[src/rtl/dbus_bridge.sv]
// Data-side bus bridge: decodes one CPU load/store to the RAM or MMIO slave and stalls until the ack.
// Optional bus-error timeout is compiled in with `define DBUS_TIMEOUT_EN.
module dbus_bridge #(
  parameter logic [31:0] MMIO_BASE      = 32'h1FAF_0000,
  parameter logic [31:0] MMIO_MASK      = 32'hFFFF_0000,
  parameter int          TIMEOUT_CYCLES = 255
) (
  input  logic        clk,
  input  logic        rst_n,
  input  logic        cpu_req,
  input  logic        cpu_wr,
  input  logic [3:0]  cpu_be,
  input  logic [31:0] cpu_paddr,
  input  logic [31:0] cpu_wdata,
  output logic [31:0] cpu_rdata,
  output logic        cpu_stall,
  output logic        cpu_err,
  output logic        ram_req,
  output logic        ram_wr,
  output logic [3:0]  ram_be,
  output logic [31:0] ram_addr,
  output logic [31:0] ram_wdata,
  input  logic [31:0] ram_rdata,
  input  logic        ram_ack,
  output logic        io_req,
  output logic        io_wr,
  output logic [3:0]  io_be,
  output logic [31:0] io_addr,
  output logic [31:0] io_wdata,
  input  logic [31:0] io_rdata,
  input  logic        io_ack
);

  typedef enum logic [1:0] {
    IDLE     = 2'd0,
    RAM_WAIT = 2'd1,
    IO_WAIT  = 2'd2,
    DONE     = 2'd3
  } state_t;

  state_t      state;
  logic [31:0] rdata_q;
  logic        err_q;
  logic        mmio_hit;
  logic [31:0] word_addr;

  assign mmio_hit  = (cpu_paddr & MMIO_MASK) == MMIO_BASE;
  assign word_addr = {cpu_paddr[31:2], 2'b00};

`ifdef DBUS_TIMEOUT_EN
  localparam int CNT_W = ($clog2(TIMEOUT_CYCLES + 1) > 8) ? $clog2(TIMEOUT_CYCLES + 1) : 8;
  logic [CNT_W-1:0] wait_cnt;
  logic             wait_expired;

  // wait_cnt counts completed WAIT cycles, so the last allowed cycle sees TIMEOUT_CYCLES-1
  assign wait_expired = (wait_cnt == CNT_W'(TIMEOUT_CYCLES - 1));
`else
  localparam int unused_timeout_cycles = TIMEOUT_CYCLES;
`endif

  always_ff @(posedge clk or negedge rst_n) begin
    if (!rst_n) begin
      state     <= IDLE;
      rdata_q   <= 32'h0;
      err_q     <= 1'b0;
      ram_req   <= 1'b0;
      ram_wr    <= 1'b0;
      ram_be    <= 4'h0;
      ram_addr  <= 32'h0;
      ram_wdata <= 32'h0;
      io_req    <= 1'b0;
      io_wr     <= 1'b0;
      io_be     <= 4'h0;
      io_addr   <= 32'h0;
      io_wdata  <= 32'h0;
`ifdef DBUS_TIMEOUT_EN
      wait_cnt  <= '0;
`endif
    end else begin
      case (state)
        IDLE: begin
          err_q <= 1'b0;
          if (cpu_req) begin
`ifdef DBUS_TIMEOUT_EN
            wait_cnt <= '0;
`endif
            if (mmio_hit) begin
              io_req   <= 1'b1;
              io_wr    <= cpu_wr;
              io_be    <= cpu_be;
              io_addr  <= word_addr;
              io_wdata <= cpu_wdata;
              state    <= IO_WAIT;
            end else begin
              ram_req   <= 1'b1;
              ram_wr    <= cpu_wr;
              ram_be    <= cpu_be;
              ram_addr  <= word_addr;
              ram_wdata <= cpu_wdata;
              state     <= RAM_WAIT;
            end
          end
        end

        RAM_WAIT: begin
          if (ram_ack) begin
            rdata_q   <= ram_wr ? 32'h0 : ram_rdata;
            err_q     <= 1'b0;
            ram_req   <= 1'b0;
            ram_wr    <= 1'b0;
            ram_be    <= 4'h0;
            ram_addr  <= 32'h0;
            ram_wdata <= 32'h0;
            state     <= DONE;
          end
`ifdef DBUS_TIMEOUT_EN
          else if (wait_expired) begin
            rdata_q   <= 32'h0;
            err_q     <= 1'b1;
            ram_req   <= 1'b0;
            ram_wr    <= 1'b0;
            ram_be    <= 4'h0;
            ram_addr  <= 32'h0;
            ram_wdata <= 32'h0;
            state     <= DONE;
          end else begin
            wait_cnt <= wait_cnt + CNT_W'(1);
          end
`endif
        end

        IO_WAIT: begin
          if (io_ack) begin
            rdata_q  <= io_wr ? 32'h0 : io_rdata;
            err_q    <= 1'b0;
            io_req   <= 1'b0;
            io_wr    <= 1'b0;
            io_be    <= 4'h0;
            io_addr  <= 32'h0;
            io_wdata <= 32'h0;
            state    <= DONE;
          end
`ifdef DBUS_TIMEOUT_EN
          else if (wait_expired) begin
            rdata_q  <= 32'h0;
            err_q    <= 1'b1;
            io_req   <= 1'b0;
            io_wr    <= 1'b0;
            io_be    <= 4'h0;
            io_addr  <= 32'h0;
            io_wdata <= 32'h0;
            state    <= DONE;
          end else begin
            wait_cnt <= wait_cnt + CNT_W'(1);
          end
`endif
        end

        DONE: begin
          // single release cycle; cpu_req is deliberately not looked at here
          state <= IDLE;
        end

        default: state <= IDLE;
      endcase
    end
  end

  assign cpu_rdata = rdata_q;
  assign cpu_stall = ((state == IDLE) && cpu_req) || (state == RAM_WAIT) || (state == IO_WAIT);

`ifdef DBUS_TIMEOUT_EN
  assign cpu_err = err_q & (state == DONE);
`else
  logic unused_err;
  assign unused_err = err_q;
  assign cpu_err    = 1'b0;
`endif

endmodule

[config.mk]
export PLATFORM = sky130hd
export DESIGN_NAME = dbus_bridge
export DESIGN_NICKNAME = d
export VERILOG_FILES = /design/src/rtl/dbus_bridge.sv
export SDC_FILE = /design/constraint.sdc
export NUM_CORES = 1
export LEC_CHECK = 0
export CORE_AREA = 3 3 141 143
export CTS_BUF_LIST = sky130_fd_sc_hd__clkbuf_4 sky130_fd_sc_hd__clkbuf_8
export CTS_CLUSTER_SIZE = 8
export DETAILED_ROUTE_END_ITERATION = 10
export DIE_AREA = 0 0 144 146
export PLACE_DENSITY = 0.8
export RECOVER_POWER = 25
export SETUP_SLACK_MARGIN = 0.2
export SYNTH_ARGS = -nofsm -noshare
export SYNTH_HDL_FRONTEND = slang
export SYNTH_SLANG_ARGS = --single-unit
[constraint.sdc]
create_clock -name clk -period 2.3 [get_ports clk]
set_clock_uncertainty 0.1 [all_clocks]
set_input_delay 0.345 -clock clk [delete_from_list [all_inputs] [get_ports clk]]
set_output_delay 0.345 -clock clk [all_outputs]
set_load 0.005 [all_outputs]
==> impl_results.md, run 1 <==
* Floorplan die height at 146 µm
* Final nets at 1071
* Result of the run: completed
* # port buffers at slightly above 300
* Count of clock tree sinks at between 150 and 200
* Die X at 144 µm
* Minimum clock period at 2110 ps
* Most used DFF post-synth: sky130_fd_sc_hd__dfrtp_1
* Type of destination of the critical path: register
* Detailed-placement wirelength estimate at 15400 µm
* Most common library cell in the layout ignoring fill and taps: sky130_fd_sc_hd__clkdlybuf4s50_1
* Synthesis-stage register bit count at 170
* Number of design-rule violations left by the first detailed-router iteration at 343
* Leftover overflow at the end of global routing at 0
* Hold violation total from the final report at 0
* Fraction of layout cells with a size suffix above 1 at 0.109
* Max Slew Vio Count at 0
* Data arrival time at the worst-slack endpoint at 2380 ps
* Number of flops mapped to enable cells by yosys at 0
* Area of the mapped netlist at 0.00692 mm²
* Number of distinct library cells after synthesis at 34
* Most frequent cell on the critical path: sky130_fd_sc_hd__buf_6
* Max Root-Sink Buffers at 2
* DRC violation count after routing at 0
* Synthesized area divided by synthesized cell count at 11.2 µm²
* Core box area at 0.0187 mm²
* Pwr Total at 14.4 mW
* RSZ-0062 raised after global routing: false
* Final Setup Violations at 0
* Least-Margin Pin Slew at 1250 ps
* Global-route wire length before repair at 34800 µm
* Gate Count Post-Synth at 615
* Storage cell area at 0.00425 mm²
* Critical path cell sequence: clkdlybuf4s50_1 -> nand4_1 -> or4_4 -> a41oi_4 -> buf_6 -> buf_6 -> buf_16 -> a22o_1
* Root cell of the clock tree: sky130_fd_sc_hd__clkbuf_8
* Detailed-routing iteration count for the pre-antenna-repair pass at 5
* Leakage power total at 4.80 nW
* Clock transition time at the flip-flop clock pins of the worst setup and hold paths at ~100 ps
* Kind of path behind the tightest hold check: in2reg
* Critical Path Slowest Stage Cell: sky130_fd_sc_hd__or4_4
* Vias in the first global route at 6242
* Final instance count without filler cells at ~1200
* Share of the synthesized area in the top cell type at 0.615
* I/O pin cnt at 312
* Commonest non-fill, non-tap cells in the layout: sky130_fd_sc_hd__clkdlybuf4s50_1, sky130_fd_sc_hd__dfrtp_1, sky130_fd_sc_hd__o21ai_0
* Total via count after detailed routing at ~6000
* Cell types occupying the most area after synthesis: sky130_fd_sc_hd__dfrtp_1, sky130_fd_sc_hd__a22o_1, sky130_fd_sc_hd__o21ai_0
* Number of buffers and inverters on the critical path at 4
* Max-cap violations at 0
* Routed wire length at 22900 µm
* Largest net degree at the start of global routing at 65
* Number of buffers added by the clock tree synthesis step at 17
* Area growth from synthesis to layout at 60.2%
* # H-tree levels at 4
* Filler Cells Inserted at 1550
* Area of combinational cells with multiple inputs at 0.00251 mm²
* Max-slew headroom at the worst pin at 0.166
* Cell taking the most area after synthesis: sky130_fd_sc_hd__dfrtp_1
* Peak clock frequency supported by timing at 0.475 GHz
* Effective utilization at floorplan at 0.370
* Post-Place Cells at 1126
* Clock insertion delay at the later pin of the skew report at 440 ps
* Cell family with most CP delay: buffers and inverters
* Via-per-instance ratio at 5.14
* Crit-path max FO at 6
* Placer Congestion at 0.775
* Avg WL per Cell at ~19 µm
* Antenna violations before repair at 0
* Sequential-to-total area share from yosys stat at 0.615
* Worst-case vdd ir drop at 0.702 mV
* Critical Path Start Type: primary input
* Cell row count at 50
* Critical Path RT at roughly 2600 ps
* Peak per-stage delay on the critical path at 570 ps
* Routed Antenna Nets at 0
* Power density over cell area at roughly 1300 mW/mm²
* Global routing usage summed across all routing layers at 0.210
* FFs w/ async S/R, synth at 1.00
* Setup CP Type: in2reg
* ANT cells at 0
* Yosys warnings at 0
* Portion of the clock cycle consumed by the worst path in the final layout at 0.916
* Die ar. at 0.0210 mm²
* Clock tree from TritonCTS: built
## power by group
part	switching (mW)	leakage, nW	total (mW)	internal, mW
clock	1.17	0.202	2.08	0.913
sequential	0.623	2.19	4.80	4.18
combinational	3.49	2.41	7.56	4.07
total	5.28	4.80	14.4	9.16
## metal layers
layer,part of all wire,track usage
met3,0.092,0.0670
met4,0.015,0.0541
met1,0.40,0.264
met5,0,0
met2,0.49,0.348
## cells by family (layout without fill, tap and decap cells)
| kind of cell | Yosys count | after routing | synth area share |
|---|---|---|---|
| muxes | 2 | 2 | 0.00289 |
| other | 1 | 5 | 0.000542 |
| AOI/OAI and AO/OA | 252 | 252 | 0.234 |
| adders and majority gates | 4 | 4 | 0.00723 |
| DFF | 170 | 170 | 0.615 |
| and+or+nand+nor | 126 | 127 | 0.0977 |
| buffers and inverters | 60 | 382 | 0.0425 |
## path summary, 6_finish.rpt
path                               start            end  slack [ps]  cells past startpoint
min in group asynchronous          rst_n   io_wdata[21]         610                      2
min                        cpu_paddr[31]   ram_addr[31]          40                      2
max                        cpu_paddr[18]  ram_wdata[20]         190                      8
min reg2reg                cpu_rdata[18]  cpu_rdata[18]         390                      2
max reg2reg                     state[0]    io_addr[23]         220                      8
max in group asynchronous          rst_n   cpu_rdata[5]         590                      3
## state kept, by name, summed over array words and instances, names as in the netlist
name and count:
io_be 4, ram_wr 1, io_wdata 32, cpu_rdata 32
io_req 1, ram_addr 30, state 2, ram_be 4
ram_wdata 32, io_wr 1, io_addr 30, ram_req 1
## timing repair
action	4_1_cts	5_1_grt
gates cloned	4	0
setup buffers	8	5
pin swaps	6	12
gates resized for setup	26	26
hold endpoints to repair	41	0
endpoints found under the setup margin	136	111
hold buffers	1	0
## per-stage QoR
step                hold slack, ps  setup TNS [ps]  setup slack [ps]   util  instance area (µm²)
floorplan                    -50.6               0               104      -                 6980
global placement               214          -46770              -381  0.554                10400
detailed placement             214          -50550              -485  0.554                10400
CTS                            136               0               152  0.587                11000
global route                  13.5               0               170  0.592                11100
finish                        41.8               0               194  0.592                11100
## Yosys cell counts (2+ instances only)
cell type / number
sky130_fd_sc_hd__or4b_4: 2
sky130_fd_sc_hd__o21ai_1: 38
sky130_fd_sc_hd__mux2i_1: 2
sky130_fd_sc_hd__nand4_1: 2
sky130_fd_sc_hd__clkbuf_2: 4
sky130_fd_sc_hd__buf_2: 3
sky130_fd_sc_hd__o21ai_0: 109
sky130_fd_sc_hd__and2_1: 5
sky130_fd_sc_hd__a22o_1: 67
sky130_fd_sc_hd__ha_1: 4
sky130_fd_sc_hd__buf_6: 5
sky130_fd_sc_hd__dfrtp_1: 170
sky130_fd_sc_hd__buf_4: 6
sky130_fd_sc_hd__nand3_1: 2
sky130_fd_sc_hd__clkbuf_1: 40
sky130_fd_sc_hd__nor2_1: 3
sky130_fd_sc_hd__a22oi_1: 32
sky130_fd_sc_hd__nand2_1: 51
sky130_fd_sc_hd__inv_1: 2
sky130_fd_sc_hd__nand2b_1: 54
## cell type report
cell class                      instances  area share
Timing Repair Buffer                  348       0.327
Clock inverter                         14      0.0124
Clock buffer                           18      0.0224
Multi-Input combinational cell        390       0.227
Tap cell                              234      0.0264
Inverter                                2    0.000677
Sequential cell                       170       0.384
Note: power is estimated with default switching activity, not from simulation.
==> run 2, diff against run 1 <==
- CTS_BUF_LIST: sky130_fd_sc_hd__clkbuf_4 sky130_fd_sc_hd__clkbuf_8 -> sky130_fd_sc_hd__clkbuf_4
==> run 2 against run 1 <==
Against the previous run:
- total power fell by 6.4%
- sequential share of layout area up 1.1 points
- clock power is 20% lower
- hold slack better by 230 ps
- cell count shrank 0.85%
- final area shrank 2.9%
- worst setup slack worse by 39 ps
- combinational power fell by 6.7%
- largest cell class unchanged
- largest power group unchanged
- highest routed layer unchanged
==> impl_results.md, run 2 (synthesized netlist as in run 1, its figures left out) <==
* Result of the run: completed
* Peak clock frequency supported by timing at 0.466 GHz (-1.8%)
* Type of destination of the critical path: register
* Fraction of layout cells with a size suffix above 1 at 0.0901 (-0.0192)
* Leakage power total at 4.63 nW (-3.5%)
* Wire length on met1 at 8480 µm (-7.7%)
* Sum of negative setup slack at 0 ps (unchanged)
* Power density over cell area at 1260 mW/mm² (-3.6%)
* DRC violation count after routing at 0 (unchanged)
* Routed wire length at 21600 µm (-5.5%)
* Leftover overflow at the end of global routing at 0 (unchanged)
* Post-Place Cells at 1126 (unchanged)
* Cell row count at 50 (unchanged)
* Core box area at 0.0187 mm² (unchanged)
* Least-Margin Pin Slew at 1260 ps (+6.03 ps)
* Largest net degree at the start of global routing at 65 (unchanged)
* Worst-case vdd ir drop at 0.533 mV (-24%)
* Global-route wire length before repair at 33500 µm (-3.7%)
* ANT cells at 0 (unchanged)
* # H-tree levels at 4 (unchanged)
* Final Setup Violations at 0 (unchanged)
* Pwr Total at 13.5 mW (-6.4%)
* Number of design-rule violations left by the first detailed-router iteration at 257 (-25%)
* Commonest non-fill, non-tap cells in the layout: sky130_fd_sc_hd__clkdlybuf4s50_1, sky130_fd_sc_hd__dfrtp_1, sky130_fd_sc_hd__o21ai_0
* Clock tree from TritonCTS: built
* Max-cap violations at 0 (unchanged)
* Total via count after detailed routing at 5960 (-1.4%)
* Die X at 144 µm (unchanged)
* Endpoint of the most critical register-to-register path: io_addr[28]
* Final instance count without filler cells at 1166 (-0.85%)
* Max Slew Vio Count at 0 (unchanged)
* Portion of the clock cycle consumed by the worst path in the final layout at 0.932 (+0.0168)
* Met2 routed wirelength at 10600 µm (-5.4%)
* Floorplan die height at 146 µm (unchanged)
* Via-per-instance ratio at 5.11 (-0.56%)
* Effective utilization at floorplan at 0.370 (unchanged)
* Clock transition time at the flip-flop clock pins of the worst setup and hold paths at 160 ps (+60 ps)
* Reg2Reg Setup Slack at 240 ps (+20 ps)
* Setup CP Type: in2reg
* Minimum clock period at 2140 ps (+38.7 ps)
* Post-route cell area at 0.0108 mm² (-2.9%)
* Routed length on met3 at 2090 µm (-0.38%)
* Placer Congestion at 0.775 (unchanged)
* Cell area reported after detailed placement at 0.0104 mm² (unchanged)
* Detailed-routing iteration count for the pre-antenna-repair pass at 4 (-1)
* # port buffers at 304 (unchanged)
* Launch point of the worst reg-to-reg path: state[1]
* Avg WL per Cell at 18.5 µm (-4.6%)
* Critical Path RT at 2680 ps (+100 ps)
* Clock insertion delay at the later pin of the skew report at 540 ps (+100 ps)
* Hold violation total from the final report at 0 (unchanged)
* Worst Min Path Start: cpu_wdata[26]
* Count of clock tree sinks at 170 (unchanged)
* Vias in the first global route at 6181 (-0.98%)
* Routed Antenna Nets at 0 (unchanged)
* Max Root-Sink Buffers at 2 (unchanged)
* Detailed-placement wirelength estimate at 15400 µm (unchanged)
* Area growth from synthesis to layout at 55.6%
* I/O pin cnt at 312 (unchanged)
* Global routing usage summed across all routing layers at 0.201 (-0.00923)
* Die ar. at 0.0210 mm² (unchanged)
* Data arrival time at the worst-slack endpoint at 2520 ps (+140 ps)
* Reg2Reg Depth at 7 (-1)
* Kind of path behind the tightest hold check: in2reg
* Max-slew headroom at the worst pin at 0.162 (-0.00402)
* Highest signal layer in the routed design: met4
* Min-Delay Endpoint: io_wdata[26]
* Final nets at 1061 (-0.93%)
* Number of buffers added by the clock tree synthesis step at 17 (unchanged)
* Layout Utilization at 0.575 (-0.0171)
* Crit-path max FO at 46 (+40)
* Root cell of the clock tree: sky130_fd_sc_hd__clkbuf_4
* Critical Path Start Type: primary input
* RSZ-0062 raised after global routing: true
* Most common library cell in the layout ignoring fill and taps: sky130_fd_sc_hd__clkdlybuf4s50_1
* Antenna violations before repair at 0 (unchanged)
* Worst Hold Depth at 3 (+1)
[run 2: changes by cell type in the layout (fill, tap and decap cells not counted), moves of 3 or more]
cell / before / now
sky130_fd_sc_hd__clkdlybuf4s50_1: 295 / 301
sky130_fd_sc_hd__clkbuf_8: 18 / 0
sky130_fd_sc_hd__buf_16: 3 / 0
sky130_fd_sc_hd__clkbuf_4: 0 / 17
sky130_fd_sc_hd__clkbuf_2: 5 / 1
[run 2: worst max path at each step]
stage	startpoint	end	slack, ps	depth (start not counted)
finish	cpu_paddr[20]	ram_addr[6]	160	6
floorplan	cpu_paddr[22]	io_addr[16]	100	5
global route	cpu_paddr[20]	ram_addr[4]	160	6
detailed placement	cpu_paddr[20]	io_wdata[28]	-480	6
CTS	cpu_paddr[20]	ram_addr[28]	210	6
global placement	cpu_paddr[20]	io_wdata[30]	-380	6
[run 2: layout make-up]
cell class                      instances  area, µm²
Fill cell                            1597       7940
Sequential cell                       170       4250
Timing Repair Buffer                  339       3470
Multi-Input combinational cell        389       2470
Tap cell                              234        293
Clock inverter                         15        141
Clock buffer                           17        128
Inverter                                2       7.51
[run 2: timing repair]
action | in CTS | in global routing
gates resized for setup | 14 | 14
endpoints found under the setup margin | 120 | 65
hold endpoints to repair | 143 | 0
hold buffers | 1 | 0
buffers inserted | 5 | 2
pin swaps | 1 | 2
[run 2: report_power, final]
group | switching [mW] | internal (mW) | total [mW]
combinational | 3.28 | 3.78 | 7.05
sequential | 0.618 | 4.17 | 4.79
clock | 1.11 | 0.561 | 1.67
[run 2: per-stage QoR]
| stage | setup slack [ps] | hold slack, ps |
|---|---|---|
| 2_1_floorplan | 104 | -50.6 |
| 3_3_place_gp | -381 | 214 |
| 3_5_place_dp | -485 | 214 |
| 4_1_cts | 205 | 135 |
| 5_1_grt | 157 | 206 |
| 6_report | 156 | 267 |
[run 2: worst max-delay path, cell delays in order]
cell,delay [ps]
sky130_fd_sc_hd__clkdlybuf4s50_1,450
sky130_fd_sc_hd__or4b_4,540
sky130_fd_sc_hd__or4_4,450
sky130_fd_sc_hd__a41oi_4,240
sky130_fd_sc_hd__buf_12,290
sky130_fd_sc_hd__a22o_1,190
[run 2: layer usage]
metal,vias to the layer above,global-route usage
met5,-,0
met4,0,0.0621
met3,30,0.0756
met2,244,0.333
met1,2871,0.241
li1,2815,-
==> run 3, diff against run 2 <==
- SLEW_MARGIN: unset -> 20
==> results of run 3 <==
No change in the layout: final DEF, timing and power equal those of run 2.
